$ cat src/rtl/operand_bank_if.sv
// Operand bank bus: switch/key inputs toward the bank, slot contents and status back out.
// The master side drives the front-end signals; the slave side is the bank itself.
interface operand_bank_if #(
    parameter int WIDTH = 8,
    parameter int DEPTH = 2
);
    localparam int PW = $clog2(DEPTH);

    logic                   key;
    logic                   auto_mode;
    logic [PW-1:0]          sel;
    logic [WIDTH-1:0]       din;
    logic                   clear;
    logic [DEPTH*WIDTH-1:0] dout;
    logic [DEPTH-1:0]       valid;
    logic                   all_valid;
    logic [PW-1:0]          wr_ptr;
    logic                   load_pulse;
    logic                   reject;

    modport master (
        output key, auto_mode, sel, din, clear,
        input  dout, valid, all_valid, wr_ptr, load_pulse, reject
    );

    modport slave (
        input  key, auto_mode, sel, din, clear,
        output dout, valid, all_valid, wr_ptr, load_pulse, reject
    );
endinterface

$ cat src/rtl/operand_bank.sv
// Operand storage for the calculator datapath: a debounced active-low key loads din into
// one of DEPTH slots, addressed by sel (manual) or by an auto-advancing write pointer.
module operand_bank #(
    parameter int WIDTH    = 8,
    parameter int DEPTH    = 2,
    parameter int DEBOUNCE = 4
) (
    input  logic          clk,
    input  logic          reset,
    operand_bank_if.slave bus
);
    localparam int PW = $clog2(DEPTH);
    localparam int CW = $clog2(DEBOUNCE + 1);

    localparam logic [CW-1:0] CNT_LAST   = CW'(DEBOUNCE - 1);
    localparam logic [PW-1:0] PTR_LAST   = PW'(DEPTH - 1);
    localparam logic [PW:0]   SLOT_COUNT = (PW + 1)'(DEPTH);

    logic                   key_meta;
    logic                   key_sync;
    logic                   db;
    logic [CW-1:0]          cnt;
    logic                   press;

    logic                   do_load;
    logic                   do_reject;
    logic                   do_advance;
    logic [PW-1:0]          target;

    logic [DEPTH*WIDTH-1:0] data_q;
    logic [DEPTH-1:0]       valid_q;
    logic [PW-1:0]          wr_ptr_q;
    logic                   load_pulse_q;
    logic                   reject_q;

    // NOTE: sequential state uses non-blocking assignments so every flop samples pre-edge
    // values; with blocking ones the two synchroniser stages would collapse into one.
    always_ff @(posedge clk) begin
        if (reset) begin
            key_meta <= 1'b1;
            key_sync <= 1'b1;
        end else begin
            key_meta <= bus.key;
            key_sync <= key_meta;
        end
    end

    // The counter restarts whenever the synchronised level agrees with the accepted one,
    // so only an uninterrupted run of DEBOUNCE disagreeing samples flips db.
    always_ff @(posedge clk) begin
        if (reset) begin
            db  <= 1'b1;
            cnt <= '0;
        end else if (key_sync == db) begin
            cnt <= '0;
        end else if (cnt == CNT_LAST) begin
            db  <= key_sync;
            cnt <= '0;
        end else begin
            cnt <= cnt + 1'b1;
        end
    end

    // A press is the very edge at which db is about to fall.
    assign press = db && !key_sync && (cnt == CNT_LAST);

    // NOTE: every always_comb output gets a default before any branch, otherwise the
    // paths that do not assign it would infer a latch.
    always_comb begin
        do_load    = 1'b0;
        do_reject  = 1'b0;
        do_advance = 1'b0;
        target     = wr_ptr_q;
        if (press && !bus.clear) begin
            if (bus.auto_mode) begin
                if (&valid_q) begin
                    do_reject = 1'b1;
                end else begin
                    do_load    = 1'b1;
                    do_advance = 1'b1;
                end
            end else if ({1'b0, bus.sel} >= SLOT_COUNT) begin
                do_reject = 1'b1;
            end else begin
                do_load = 1'b1;
                target  = bus.sel;
            end
        end
    end

    // NOTE: the slot storage is reset rather than left uninitialised like a RAM, because
    // dout must read zero straight out of reset and after clear.
    always_ff @(posedge clk) begin
        if (reset || bus.clear) begin
            data_q   <= '0;
            valid_q  <= '0;
            wr_ptr_q <= '0;
        end else if (do_load) begin
            data_q[target*WIDTH +: WIDTH] <= bus.din;
            valid_q[target]               <= 1'b1;
            if (do_advance) begin
                wr_ptr_q <= (wr_ptr_q == PTR_LAST) ? '0 : wr_ptr_q + 1'b1;
            end
        end
    end

    always_ff @(posedge clk) begin
        if (reset) begin
            load_pulse_q <= 1'b0;
            reject_q     <= 1'b0;
        end else begin
            load_pulse_q <= do_load;
            reject_q     <= do_reject;
        end
    end

    assign bus.dout       = data_q;
    assign bus.valid      = valid_q;
    assign bus.all_valid  = &valid_q;
    assign bus.wr_ptr     = wr_ptr_q;
    assign bus.load_pulse = load_pulse_q;
    assign bus.reject     = reject_q;
endmodule

$ cat src/flat_wrapper.sv
// flat-port wrapper written by rule: the top's interface ports become plain ports
module operand_bank_flat 
#(
    parameter int WIDTH    = 8,
    parameter int DEPTH    = 2,
    parameter int DEBOUNCE = 4
)
  (clk, reset, bus_key, bus_auto_mode, bus_sel, bus_din, bus_clear, bus_dout, bus_valid, bus_all_valid, bus_wr_ptr, bus_load_pulse, bus_reject);
  operand_bank_if #(.WIDTH(WIDTH), .DEPTH(DEPTH)) bus_i ();
  input  logic clk;
  input  logic reset;
  input wire logic [$bits(bus_i.key)-1:0] bus_key;
  input wire logic [$bits(bus_i.auto_mode)-1:0] bus_auto_mode;
  input wire logic [$bits(bus_i.sel)-1:0] bus_sel;
  input wire logic [$bits(bus_i.din)-1:0] bus_din;
  input wire logic [$bits(bus_i.clear)-1:0] bus_clear;
  output wire logic [$bits(bus_i.dout)-1:0] bus_dout;
  output wire logic [$bits(bus_i.valid)-1:0] bus_valid;
  output wire logic [$bits(bus_i.all_valid)-1:0] bus_all_valid;
  output wire logic [$bits(bus_i.wr_ptr)-1:0] bus_wr_ptr;
  output wire logic [$bits(bus_i.load_pulse)-1:0] bus_load_pulse;
  output wire logic [$bits(bus_i.reject)-1:0] bus_reject;
  assign bus_i.key = bus_key;
  assign bus_i.auto_mode = bus_auto_mode;
  assign bus_i.sel = bus_sel;
  assign bus_i.din = bus_din;
  assign bus_i.clear = bus_clear;
  assign bus_dout = bus_i.dout;
  assign bus_valid = bus_i.valid;
  assign bus_all_valid = bus_i.all_valid;
  assign bus_wr_ptr = bus_i.wr_ptr;
  assign bus_load_pulse = bus_i.load_pulse;
  assign bus_reject = bus_i.reject;
  operand_bank #(.WIDTH(WIDTH), .DEPTH(DEPTH), .DEBOUNCE(DEBOUNCE)) u_core (.clk(clk), .reset(reset), .bus(bus_i));
endmodule
$ cat config.mk
export PLATFORM = sky130hd
export DESIGN_NAME = operand_bank_flat
export DESIGN_NICKNAME = d
export VERILOG_FILES = /design/src/rtl/operand_bank_if.sv /design/src/rtl/operand_bank.sv /design/src/flat_wrapper.sv
export SDC_FILE = /design/constraint.sdc
export NUM_CORES = 1
export LEC_CHECK = 0
export ABC_CLOCK_PERIOD_IN_PS = 1700
export CORE_UTILIZATION = 30
export DETAILED_ROUTE_END_ITERATION = 16
export PLACE_DENSITY = 0.67
export SKIP_CTS_REPAIR_TIMING = 1
export SYNTH_ARGS = -nofsm -noshare
export SYNTH_HDL_FRONTEND = slang
export SYNTH_SLANG_ARGS = --single-unit
$ cat constraint.sdc
create_clock -name clk -period 1.7 [get_ports clk]
set_clock_uncertainty 0.15 [all_clocks]
set_input_delay 0.17 -clock clk [delete_from_list [all_inputs] [get_ports clk]]
set_output_delay 0.17 -clock clk [all_outputs]
set_load 0.005 [all_outputs]
==> impl_metrics.tcl <==
set metrics [dict create \
    status "complete, no violations" \
    via_per_inst 4.41 \
    cts-root-buf "clkbuf_4" \
    gp_congestion 0.778 \
    globalRouteTotalUtil_pct 11.7 \
    drive_gt1_share_pct 18.1 \
    avgSynthCellArea_um2 9.96 \
    synthSimpleGateAreaFrac_pct 21.9 \
    die_y_um 61.1 \
    min_path_type "input port to flop" \
    coreArea_mm2 0.00334 \
    max-slew-margin-rel_pct 80.6 \
    grt_pass1_vias 776 \
    synth_top_family_by_area "simple AND/OR/NAND/NOR gates" \
    final_cells 195 \
    clock_path_buffers 2 \
    top_usage_layer "met2" \
    clock.fmax_mhz 612 \
    cts.htree.levels 1 \
    min_period_ps 1640 \
    fin_area_mm2 0.00159 \
    cts_buffers 3 \
    port_buffers 35 \
    synth_compound_area_share_pct 3.83 \
    tritoncts "done" \
    post-route-drc-count 0 \
    drt_iter0_markers 16 \
    placed_cell_area_mm2 0.00151 \
    synth-adder-area-share_pct 3.59 \
    wirelength_um 2100 \
    post-route-period-util_pct 96.2 \
    synth.cell_area_mm2 0.00105 \
    antenna_found_initial 0 \
    drt_first_pass_iters 3 \
    netlist-cell-type-count 27 \
    area_delta_synth_final_pct 51.7 \
    synth-xor-area-share_pct 0 \
    path_max_fanout 4 \
    p_leak_nw 0.659 \
    syn_inst 105 \
    dp_hpwl_um 1570 \
    dpl.cell_count 190 \
    detail-route-antenna-nets 0 \
    utilization_pct 47.5 \
    diodes 0 \
    grt_pass1_wl_um 3190 \
    num-fill-cells 336 \
    cts_num_sinks 27 \
    num_rows 21 \
    slew_viol_final 0 \
    num_vias 860 \
    initial_core_util_pct 31.3 \
    grt_max_degree 26 \
    hold_viol_final 0 \
    worstPathArrival_ps 1710 \
    setup_viol 0 \
    grt_overflow 0 \
    die_x_um 61.1 \
    crit_type "flop to flop" \
    die_area_mm2 0.00373 \
    cp-start-kind "flop" \
    synth_mux_area_share_pct 16.7 \
    powerDensity_mw_per_mm2 617 \
    ys_ff_latch 27 \
    worst_ep_required_time_ps 1770 \
    layout.nets 167 \
    clk_pin_slew_ps 140 \
    wire_per_inst_um 10.7 \
    ir_worst_vdd_v 0.000448 \
    worst_pin_slew_ps 290 \
    clkLatencyLatePin_ps 320 \
    use_met2_pct 19.7 \
    grt_util_met3_pct 3.99 \
    grtUsageMet1_pct 13.8 \
    synth_nets 122 \
    ys_warn_count 0 \
    crit_path_end_kind "flop" \
    seq_area_frac_synth_pct 51.7 \
    io_pins 36 \
    drv_cap 0 \
]
-- layout by cell type (no fill, tap or decap), types with 2 or more instances in the layout --
cell,count
dfxtp_1,24
ha_4,2
clkbuf_4,3
nor2_1,2
mux2i_1,16
nor3_1,2
dfxtp_4,2
or2_2,3
inv_1,3
clkdlybuf4s50_1,34
nand2_1,26
buf_4,7
nor4_1,2
-- per-layer routing --
metal  vias to the layer above  part of all wire (%)
met5                         -                     0
met4                         0                   1.9
met3                         4                   3.2
met2                        20                    50
met1                       393                    44
li1                        443                     -
-- registers in the layout, summed over array words and instances, names as in the netlist --
| name | cells |
|---|---|
| u_core.bus.dout | 16 |
| u_core.cnt | 3 |
| u_core.bus.valid | 2 |
| u_core.bus.load_pulse | 1 |
| u_core.bus.reject | 1 |
| u_core.bus.wr_ptr | 1 |
| u_core.db | 1 |
| u_core.key_meta | 1 |
| u_core.key_sync | 1 |
-- worst max-delay path, cell delays in order (launching register included) --
cell and delay, ps:
dfxtp_1 380, ha_4 140, ha_4 140, nand3b_1 130, or3_1 450, mux2i_1 150
-- cells in the mapped netlist, drive strengths merged --
library cell	n	area share, %
nand2	26	9.3
o21ai	1	0.48
a21oi	2	0.96
nor2	2	0.72
dfxtp	27	52
nor4b	1	0.84
nor3	3	1.9
clkbuf	2	0.72
and3	1	0.72
nand2b	1	0.60
a21bo	1	0.96
inv	3	1.1
o211ai	1	0.72
o21a	1	0.72
buf	1	0.48
or2	3	1.8
ha	3	3.6
mux2i	16	15
nand3	2	1.4
or3	2	1.2
and2	1	0.60
and3b	1	0.84
nor4	2	1.2
mux2	1	1.4
nand3b	1	0.72
-- power by group --
| part | total (W) | internal [W] | switching (W) |
|---|---|---|---|
| logic | 0.0000739 | 0.0000454 | 0.0000285 |
| clock network | 0.000271 | 0.0000880 | 0.000183 |
| registers | 0.000634 | 0.000633 | 0.00000111 |
-- logic make-up (layout without fill, tap and decap cells) --
logic type / after synthesis / count (layout)
compound gates: 6 / 6
fa+ha+maj: 3 / 3
buf+inv: 6 / 50
flops: 27 / 27
mux: 17 / 17
simple gates: 46 / 46
-- area by class of cell --
cell class	instances	area, um2	area share (%)
sequential	27	549	34.6
multi-input combinational	72	515	32.5
timing repair buffer	43	425	26.8
tap	46	57.6	3.63
clock buffer	3	22.5	1.42
inverter	3	11.3	0.710
clock inverter	1	5.00	0.315
-- per-stage QoR --
stage | setup slack (ps) | hold slack (ps) | total power, W | setup TNS, ps
after floorplan | 19.0 | 91.7 | 0.000676 | 0
after global placement | -164 | 242 | 0.000721 | -886
after detailed placement | -189 | 244 | 0.000723 | -996
after CTS | -32.6 | 237 | 0.000992 | -138
after global routing | -4.97 | 233 | 0.00102 | -12.8
final | 64.7 | 248 | 0.000979 | 0
-- path summary, 6_finish.rpt --
kind,slack [ps],end,from,depth (start not counted)
worst min-delay path,250,u_core.key_meta$_SDFF_PP1_,bus_key,2
worst max-delay path,60,u_core.bus.dout[7]$_SDFFE_PP0P_,u_core.cnt[1]$_SDFF_PP0_,5
worst min register to register,280,u_core.key_sync$_SDFF_PP1_,u_core.key_meta$_SDFF_PP1_,1
worst max register to register,60,u_core.bus.dout[7]$_SDFFE_PP0P_,u_core.cnt[1]$_SDFF_PP0_,5
No activity file was read; power rests on OpenSTA's default activity.
